$ cat src/rtl/mem_arbiter_if.sv
// mem_arbiter_if: requester bus plus memory-side signals shared by the arbiter.
// The arbiter takes the slave view; requesters and the memory take the master view.
interface mem_arbiter_if #(
    parameter int NUM_REQ    = 2,
    parameter int ADDR_WIDTH = 4,
    parameter int DATA_WIDTH = 4
);
    logic [NUM_REQ-1:0]            req;
    logic [NUM_REQ-1:0]            we;
    logic [NUM_REQ*ADDR_WIDTH-1:0] addr;
    logic [NUM_REQ*DATA_WIDTH-1:0] wdata;
    logic [NUM_REQ-1:0]            gnt;
    logic [NUM_REQ-1:0]            rvalid;
    logic [DATA_WIDTH-1:0]         rdata;
    logic [ADDR_WIDTH-1:0]         mem_addr;
    logic [DATA_WIDTH-1:0]         mem_data;
    logic                          mem_wren;
    logic [DATA_WIDTH-1:0]         mem_q;
    modport slave (
        input  req, we, addr, wdata, mem_q,
        output gnt, rvalid, rdata, mem_addr, mem_data, mem_wren
    );
    modport master (
        output req, we, addr, wdata, mem_q,
        input  gnt, rvalid, rdata, mem_addr, mem_data, mem_wren
    );
endinterface

$ cat src/rtl/mem_arbiter.sv
// mem_arbiter: round-robin arbiter sharing one single-port synchronous memory among NUM_REQ requesters.
// Each transaction runs IDLE (capture) -> ISSUE (grant, memory access) -> RESP (capture Q).
module mem_arbiter #(
    parameter int NUM_REQ    = 2,
    parameter int ADDR_WIDTH = 4,
    parameter int DATA_WIDTH = 4
) (
    input logic          clk,
    input logic          rst,
    mem_arbiter_if.slave bus
);
    localparam int IW = $clog2(NUM_REQ);
    typedef enum logic [1:0] {IDLE, ISSUE, RESP} state_t;
    state_t                state, state_n;
    logic [IW-1:0]         last_grant, last_n, owner, owner_n, win, cand;
    logic [NUM_REQ-1:0]    gnt_n, rvalid_n;
    logic [DATA_WIDTH-1:0] rdata_n, mem_data_n;
    logic [ADDR_WIDTH-1:0] mem_addr_n;
    logic                  mem_wren_n;
    // Scan farthest-first so the requester nearest after last_grant overwrites win last.
    always_comb begin
        win  = last_grant;
        cand = last_grant;
        for (int k = NUM_REQ; k >= 1; k--) begin
            cand = IW'((int'(last_grant) + k) % NUM_REQ);
            if (bus.req[cand]) win = cand;
        end
    end
    always_comb begin
        state_n    = state;
        last_n     = last_grant;
        owner_n    = owner;
        gnt_n      = '0;
        rvalid_n   = '0;
        rdata_n    = bus.rdata;
        mem_addr_n = bus.mem_addr;
        mem_data_n = bus.mem_data;
        mem_wren_n = 1'b0;
        unique case (state)
            IDLE: if (|bus.req) begin
                state_n    = ISSUE;
                owner_n    = win;
                last_n     = win;
                gnt_n      = NUM_REQ'(1) << win;
                mem_addr_n = bus.addr[win*ADDR_WIDTH +: ADDR_WIDTH];
                mem_data_n = bus.wdata[win*DATA_WIDTH +: DATA_WIDTH];
                mem_wren_n = bus.we[win];
            end
            ISSUE: state_n = RESP;
            RESP: begin
                state_n  = IDLE;
                rdata_n  = bus.mem_q;
                rvalid_n = NUM_REQ'(1) << owner;
            end
            default: state_n = IDLE;
        endcase
    end
    always_ff @(posedge clk) begin
        if (rst) begin
            state        <= IDLE;
            last_grant   <= IW'(NUM_REQ - 1);
            owner        <= '0;
            bus.gnt      <= '0;
            bus.rvalid   <= '0;
            bus.rdata    <= '0;
            bus.mem_addr <= '0;
            bus.mem_data <= '0;
            bus.mem_wren <= 1'b0;
        end else begin
            state        <= state_n;
            last_grant   <= last_n;
            owner        <= owner_n;
            bus.gnt      <= gnt_n;
            bus.rvalid   <= rvalid_n;
            bus.rdata    <= rdata_n;
            bus.mem_addr <= mem_addr_n;
            bus.mem_data <= mem_data_n;
            bus.mem_wren <= mem_wren_n;
        end
    end
endmodule
$ cat src/flat_wrapper.sv
// flat-port wrapper written by rule: the top's interface ports become plain ports
module mem_arbiter_flat 
#(
    parameter int NUM_REQ    = 2,
    parameter int ADDR_WIDTH = 4,
    parameter int DATA_WIDTH = 4
)
  (clk, rst, bus_req, bus_we, bus_addr, bus_wdata, bus_mem_q, bus_gnt, bus_rvalid, bus_rdata, bus_mem_addr, bus_mem_data, bus_mem_wren);
  mem_arbiter_if #(.NUM_REQ(NUM_REQ), .ADDR_WIDTH(ADDR_WIDTH), .DATA_WIDTH(DATA_WIDTH)) bus_i ();
  input logic clk;
  input logic rst;
  input wire logic [$bits(bus_i.req)-1:0] bus_req;
  input wire logic [$bits(bus_i.we)-1:0] bus_we;
  input wire logic [$bits(bus_i.addr)-1:0] bus_addr;
  input wire logic [$bits(bus_i.wdata)-1:0] bus_wdata;
  input wire logic [$bits(bus_i.mem_q)-1:0] bus_mem_q;
  output wire logic [$bits(bus_i.gnt)-1:0] bus_gnt;
  output wire logic [$bits(bus_i.rvalid)-1:0] bus_rvalid;
  output wire logic [$bits(bus_i.rdata)-1:0] bus_rdata;
  output wire logic [$bits(bus_i.mem_addr)-1:0] bus_mem_addr;
  output wire logic [$bits(bus_i.mem_data)-1:0] bus_mem_data;
  output wire logic [$bits(bus_i.mem_wren)-1:0] bus_mem_wren;
  assign bus_i.req = bus_req;
  assign bus_i.we = bus_we;
  assign bus_i.addr = bus_addr;
  assign bus_i.wdata = bus_wdata;
  assign bus_i.mem_q = bus_mem_q;
  assign bus_gnt = bus_i.gnt;
  assign bus_rvalid = bus_i.rvalid;
  assign bus_rdata = bus_i.rdata;
  assign bus_mem_addr = bus_i.mem_addr;
  assign bus_mem_data = bus_i.mem_data;
  assign bus_mem_wren = bus_i.mem_wren;
  mem_arbiter #(.NUM_REQ(NUM_REQ), .ADDR_WIDTH(ADDR_WIDTH), .DATA_WIDTH(DATA_WIDTH)) u_core (.clk(clk), .rst(rst), .bus(bus_i));
endmodule
$ cat config.mk
export PLATFORM = sky130hd
export DESIGN_NAME = mem_arbiter_flat
export DESIGN_NICKNAME = d
export VERILOG_FILES = /design/src/rtl/mem_arbiter_if.sv /design/src/rtl/mem_arbiter.sv /design/src/flat_wrapper.sv
export SDC_FILE = /design/constraint.sdc
export NUM_CORES = 1
export LEC_CHECK = 0
export BUFFER_PORTS_ARGS = -buffer_cell sky130_fd_sc_hd__buf_2
export CAP_MARGIN = 20
export CELL_PAD_IN_SITES_DETAIL_PLACEMENT = 1
export CELL_PAD_IN_SITES_GLOBAL_PLACEMENT = 1
export CORE_MARGIN = 1
export CORE_UTILIZATION = 29
export DETAILED_ROUTE_END_ITERATION = 10
export PLACE_DENSITY = 0.85
export RECOVER_POWER = 100
export SETUP_SLACK_MARGIN = 0.1
export SYNTH_ARGS = -nofsm -noshare
export SYNTH_HDL_FRONTEND = slang
export SYNTH_SLANG_ARGS = --single-unit
$ cat constraint.sdc
create_clock -name clk -period 1.2 [get_ports clk]
set_clock_uncertainty 0.1 [all_clocks]
set_input_delay 0.12 -clock clk [delete_from_list [all_inputs] [get_ports clk]]
set_output_delay 0.12 -clock clk [all_outputs]
set_load 0.02 [all_outputs]
### Word-level counts from Yosys, hierarchy flattened

Index checks and enable logic that the tools add are counted.

* bits of input ports: 26
* logic and storage cells: 39
* output and inout bits: 17
* bits in registers: 21

* bitwise gates (word level): 3
* reductions and logical operators: 5
* magnitude comparators: 3
* equality and inequality tests: 3
* shifts and indexed selects: 4
* multiplexer cells: 10
* $add $sub $neg: 2

Operators by type and width (count)
* $shiftx A8 B4 Y4: 2
* $mux W1: 8
* $lt A1 B2 Y1 const B: 3
* $pmux W2 S2: 1
* $reduce_or A2 Y1: 2
* $shl A1 B1 Y2 const A: 2
* $not A1 Y1: 3
* $reduce_or A3 Y1: 1
* $add A1 B1 Y1 const B: 2
* $eq A2 B1 Y1 const B: 1
* $eq A2 B2 Y1 const B: 1
* $logic_not A2 Y1: 1
* $mux W2: 1
* $ne A2 B1 Y1 const B: 1
* $reduce_and A2 Y1: 1

### Depth between registers and ports, before layout

* depth in word-level cells: 7
* depth in mapped cells: 4
* mapped depth without buffers: 3

### Least setup slack after synthesis

OpenSTA, ideal clock, no wires.

* path type: flip-flop to flip-flop
* start: register u_core.last_grant
* end: register u_core.bus.mem_addr[0]
* arrival time: 0.964 ns
* library setup time: 0.088 ns
* required time: 1.012 ns
* period minus slack after synthesis: 1.152 ns
* stages on the path, launching flop included: 5
* path buffers: 1
* slack: 0.048 ns
* cells stage by stage: dfxtp_1 -> nand2b_1 -> buf_2 -> nand3_1 -> a311oi_2

* word-level cells in the longest chain between the ends: 6
* elaborated cells between the ends (all ways): 9
* classes of those cells: 2 x add/sub; 1 x shift; 6 x mux

Ends and longest elaborated chain
* from (decl): RTL line mem_arbiter.sv:15 `logic [IW-1:0] last_grant, last_n, owner, owner_n, win, cand;`
* from (signal assigned): RTL line mem_arbiter.sv:61 `last_grant <= IW'(NUM_REQ - 1);`
* from (signal assigned): RTL line mem_arbiter.sv:71 `last_grant <= last_n;`
* $add A1 B1 Y1: RTL line mem_arbiter.sv:25 `cand = IW'((int'(last_grant) + k) % NUM_REQ);`
* $mux W1 (implied by the code) (2 in series): RTL line mem_arbiter.sv:26 `if (bus.req[cand]) win = cand;`
* $mux W1: RTL line mem_arbiter.sv:26
* $mux W1 *: RTL line mem_arbiter.sv:26
* $shiftx A8 B4 Y4 *: RTL line mem_arbiter.sv:45 `mem_addr_n = bus.addr[win*ADDR_WIDTH +: ADDR_WIDTH];`
* to (signal assigned): RTL line mem_arbiter.sv:76 `bus.mem_addr <= mem_addr_n;`
* to (decl): RTL line mem_arbiter_if.sv:21 `output gnt, rvalid, rdata, mem_addr, mem_data, mem_wren`

Mark *: on every way between the ends. The rest lies on a longest branch, timed or not. The select of a mux whose other input is x is not followed.
A chain may end at the register's enable or synchronous reset.

### Worst setup path after layout

* start: register u_core.last_grant
* end: register u_core.bus.mem_addr[1]

The elaborated chain is that of the path after synthesis.

==> run_summary.xml <==
<?xml version="1.0" encoding="UTF-8"?>
<metrics>
  <group name="layout">
    <metric name="num_antenna_cells" unit="">0</metric>
    <metric name="share_of_the_core_filled_with_cells" unit="%">46.8</metric>
    <metric name="area_growth" unit="%">54.4</metric>
    <metric name="finish.net_count" unit="">174</metric>
    <metric name="final_layout_size_suffix_gt1_share" unit="%">55.8</metric>
    <metric name="fin_area" unit="sq um">1420</metric>
  </group>
  <group name="power">
    <metric name="sw_frac_of_total" unit="%">32.5</metric>
    <metric name="areal_power_density_over_the_cells" unit="nW/um^2">1180</metric>
    <metric name="power.share.clock" unit="%">20.3</metric>
    <metric name="combinationalPowerShare" unit="%">31.8</metric>
    <metric name="totalPowerFinal" unit="uW">1670</metric>
    <metric name="power_leakage" unit="uW">0.000641</metric>
    <metric name="seq_power_share" unit="%">47.8</metric>
    <metric name="netSwitchingPower" unit="uW">542</metric>
    <metric name="peakVddDrop" unit="mV">0.695</metric>
    <metric name="cellInternalPower" unit="uW">1130</metric>
  </group>
  <group name="critical_path">
    <metric name="crit_arrival" unit="ps">1350</metric>
    <metric name="data_required_time_at_the_worst_endpoint" unit="ps">1320</metric>
    <metric name="worstSetupPathType" unit="">flop to flop</metric>
    <metric name="crit_path_end_kind" unit="">flop</metric>
    <metric name="crit_path_launch_type" unit="">flop</metric>
    <metric name="crit-reg2reg-capture" unit="">u_core.bus.mem_addr[1]</metric>
    <metric name="cp_max_fo" unit="">5</metric>
    <metric name="ff2ff_setup_slack" unit="ps">-30</metric>
    <metric name="worstReg2RegStart" unit="">u_core.last_grant</metric>
    <metric name="r2r.worst_path.cells" unit="">4</metric>
  </group>
  <group name="yosys">
    <metric name="synth_top_area_cell" unit="">dfxtp_1</metric>
    <metric name="yosys_register_bits" unit="">21</metric>
    <metric name="synth.yosys.seq_area_share" unit="%">45.8</metric>
    <metric name="synth.yosys.warnings" unit="">0</metric>
    <metric name="top_post_synthesis_cells_by_area" unit="">dfxtp_1 (46%), a311oi_2 (13%), a21oi_1 (5.5%)</metric>
    <metric name="synth.top_cell.area_share" unit="%">45.8</metric>
    <metric name="mappedNetlistArea" unit="sq um">917</metric>
    <metric name="synth_nets" unit="">120</metric>
    <metric name="syn_avg_cell_area" unit="sq um">9.76</metric>
    <metric name="synth_instances" unit="">94</metric>
    <metric name="post_synth_num_cell_types" unit="">26</metric>
  </group>
  <group name="grt">
    <metric name="grt_overflow" unit="">0</metric>
    <metric name="groute.usage.overall" unit="%">18.4</metric>
    <metric name="grt_pass1_wl" unit="mm">4.45</metric>
    <metric name="grt_start_max_net_pins" unit="">22</metric>
    <metric name="grt_antenna_before_repair" unit="">0</metric>
    <metric name="number_of_global_route_vias_before_repair" unit="">966</metric>
  </group>
  <group name="clock_tree">
    <metric name="path_clk_slew" unit="ps">110</metric>
    <metric name="clock_tree.htree_level_count" unit="">1</metric>
    <metric name="root_buffer" unit="">clkbuf_4</metric>
    <metric name="cts_tree" unit="">built</metric>
    <metric name="clock_latency" unit="ps">310</metric>
    <metric name="cts_max_path_buffers" unit="">2</metric>
    <metric name="cts-buffers-inserted" unit="">3</metric>
    <metric name="clock-sinks" unit="">21</metric>
  </group>
  <group name="sta">
    <metric name="slew_violations" unit="">0</metric>
    <metric name="fin_crit" unit="ps">1230</metric>
    <metric name="final-setup-viol-count" unit="">4</metric>
    <metric name="hold_violations" unit="">0</metric>
    <metric name="worst-slew-pin-transition" unit="ps">481</metric>
    <metric name="rsz0062_at_grt" unit="">true</metric>
    <metric name="maxClockFrequency" unit="MHz">814</metric>
    <metric name="layout_setup_ws" unit="ps">-28.1</metric>
    <metric name="slew_headroom" unit="%">68.0</metric>
    <metric name="layout_worst_path_cycle_share" unit="%">102</metric>
    <metric name="whs" unit="ps">6.72</metric>
  </group>
  <group name="floorplan">
    <metric name="die_w" unit="um">58.2</metric>
    <metric name="core" unit="sq um">3030</metric>
    <metric name="ios" unit="">43</metric>
    <metric name="dieArea" unit="sq um">3390</metric>
    <metric name="die_height" unit="um">58.2</metric>
    <metric name="row_count" unit="">20</metric>
    <metric name="floorplan.initialDensity" unit="%">30.3</metric>
  </group>
  <group name="detailed_routing">
    <metric name="vias" unit="">967</metric>
    <metric name="drt-total-wl" unit="mm">3.13</metric>
    <metric name="detail_route.first_pass.iterations" unit="">2</metric>
    <metric name="post_drt_via_cell_ratio" unit="">5.06</metric>
    <metric name="postRouteAntennaNets" unit="">0</metric>
    <metric name="wl_per_cell" unit="um">16.4</metric>
    <metric name="drt-initial-drc-count" unit="">16</metric>
    <metric name="drt_drc_violations_left" unit="">0</metric>
  </group>
  <group name="placement">
    <metric name="gp_congestion" unit="">0.783</metric>
    <metric name="dp_hpwl" unit="mm">2.01</metric>
    <metric name="placed_instance_area" unit="sq um">1160</metric>
    <metric name="numPortBuffers" unit="">42</metric>
  </group>
  <group name="worst_hold_path">
    <metric name="hold_end" unit="">u_core.bus.mem_data[1]</metric>
    <metric name="min_from" unit="">bus_wdata[1]</metric>
    <metric name="hold_class" unit="">input port to flop</metric>
    <metric name="holdPathStages" unit="">3</metric>
  </group>
  <group name="run_status">
    <metric name="outcome" unit="">finished, violations left</metric>
    <metric name="violations" unit="">negative setup slack</metric>
  </group>
  <group name="run">
    <metric name="timing.max_cap.violations" unit="">0</metric>
  </group>
</metrics>
-- area by class of cell --
type | count | area [sq um]
well taps | 44 | 55.1
flip-flops and latches | 21 | 432
repair buffers | 58 | 379
multi-input cells | 64 | 523
fillers | 343 | 1610
clock buffers | 3 | 22.5
clock inverters | 1 | 5.00
-- cells in the final DEF, fill, tap and decap left out, types with 2 or more instances in the layout --
| cell type | instances |
|---|---|
| nand2b_4 | 4 |
| o21ai_1 | 6 |
| buf_4 | 7 |
| dlygate4sd3_1 | 8 |
| nand3_1 | 8 |
| a311oi_2 | 8 |
| dfxtp_1 | 16 |
| buf_6 | 5 |
| mux2i_1 | 3 |
| nor2_1 | 5 |
| nor3b_1 | 2 |
| dfxtp_2 | 3 |
| dfxtp_4 | 2 |
| buf_2 | 38 |
| clkbuf_4 | 3 |
| a211oi_1 | 2 |
| a21oi_1 | 10 |
-- synthesized netlist by cell type, drive strengths merged --
master and count:
dfxtp 21, a21oi 10, nand3 9, o21ai 9
a311oi 8, buf 8, nor2 6, mux2i 4
nand2b 3, a211oi 2, clkbuf 2, nor2b 2
nor3 2, nor3b 2, and2 1, and4 1
nand2 1, nor4 1, o21bai 1, or2 1
-- kinds of logic (layout without fill, tap and decap cells) --
logic type / Yosys count / after routing / synth area share [%]
compound gates: 30 / 30 / 25.9
buf+inv: 10 / 62 / 6.14
flops: 21 / 21 / 45.8
simple gates: 29 / 30 / 17.7
mux: 4 / 4 / 4.37
-- through the flow --
stage                     TNS (ps)  setup slack, ps  std cells
after floorplan                  0             91.7         94
after global placement        -294            -38.8        174
after detailed placement     -1130             -145        174
after CTS                    -25.5            -13.5        188
after global routing          -345            -66.9        191
final                        -68.2            -28.1        191
-- flip-flops by register name (all words and copies together), names as in the netlist --
signal and flops:
u_core.bus.mem_addr 4, u_core.state 2, u_core.bus.rvalid 2, u_core.bus.gnt 2
u_core.bus.mem_data 4, u_core.last_grant 1, u_core.bus.mem_wren 1, u_core.owner 1
u_core.bus.rdata 4
-- timing repair --
action / 4_1_cts / 5_1_grt
gates resized for setup: 28 / 12
pin swaps: 7 / 2
gates cloned: 2 / 0
hold buffers: 7 / 1
setup endpoints to repair: 17 / 20
setup buffers: 1 / 2
endpoints found under the hold margin: 6 / 1
-- how the worst max path moves through the flow --
| stage | from | end | cells after the start |
|---|---|---|---|
| after floorplan | u_core.last_grant | u_core.bus.mem_addr[0] | 4 |
| after global placement | u_core.last_grant | u_core.bus.mem_addr[2] | 3 |
| after detailed placement | u_core.last_grant | u_core.bus.mem_data[3] | 3 |
| after CTS | u_core.last_grant | u_core.bus.mem_addr[1] | 4 |
| after global routing | u_core.last_grant | u_core.bus.mem_data[3] | 4 |
| final | u_core.last_grant | u_core.bus.mem_addr[1] | 4 |
-- metal layers --
metal  track usage [%]  share of wire, %  vias to the layer above
li1                  -                 -                      454
met1              17.4                35                      472
met4              10.5               3.1                        0
met5                 0                 0                        -
met3              5.36               3.9                       10
met2              35.0                58                       31
-- power groups by stage --
| stage | clock, uW | sequential (uW) | combinational [uW] |
|---|---|---|---|
| 2_1_floorplan | 0 | 860 | 230 |
| 3_3_place_gp | 0 | 802 | 396 |
| 3_5_place_dp | 0 | 808 | 417 |
| 4_1_cts | 345 | 796 | 493 |
| 5_1_grt | 377 | 807 | 565 |
| 6_report | 340 | 799 | 532 |
-- critical path, cell delays in order, from the launching register on --
cell      delay (ps)
dfxtp_4          380
nor2b_4          170
buf_6            140
o21ai_1          100
a311oi_2         250
(Power assumes the default switching activity.)
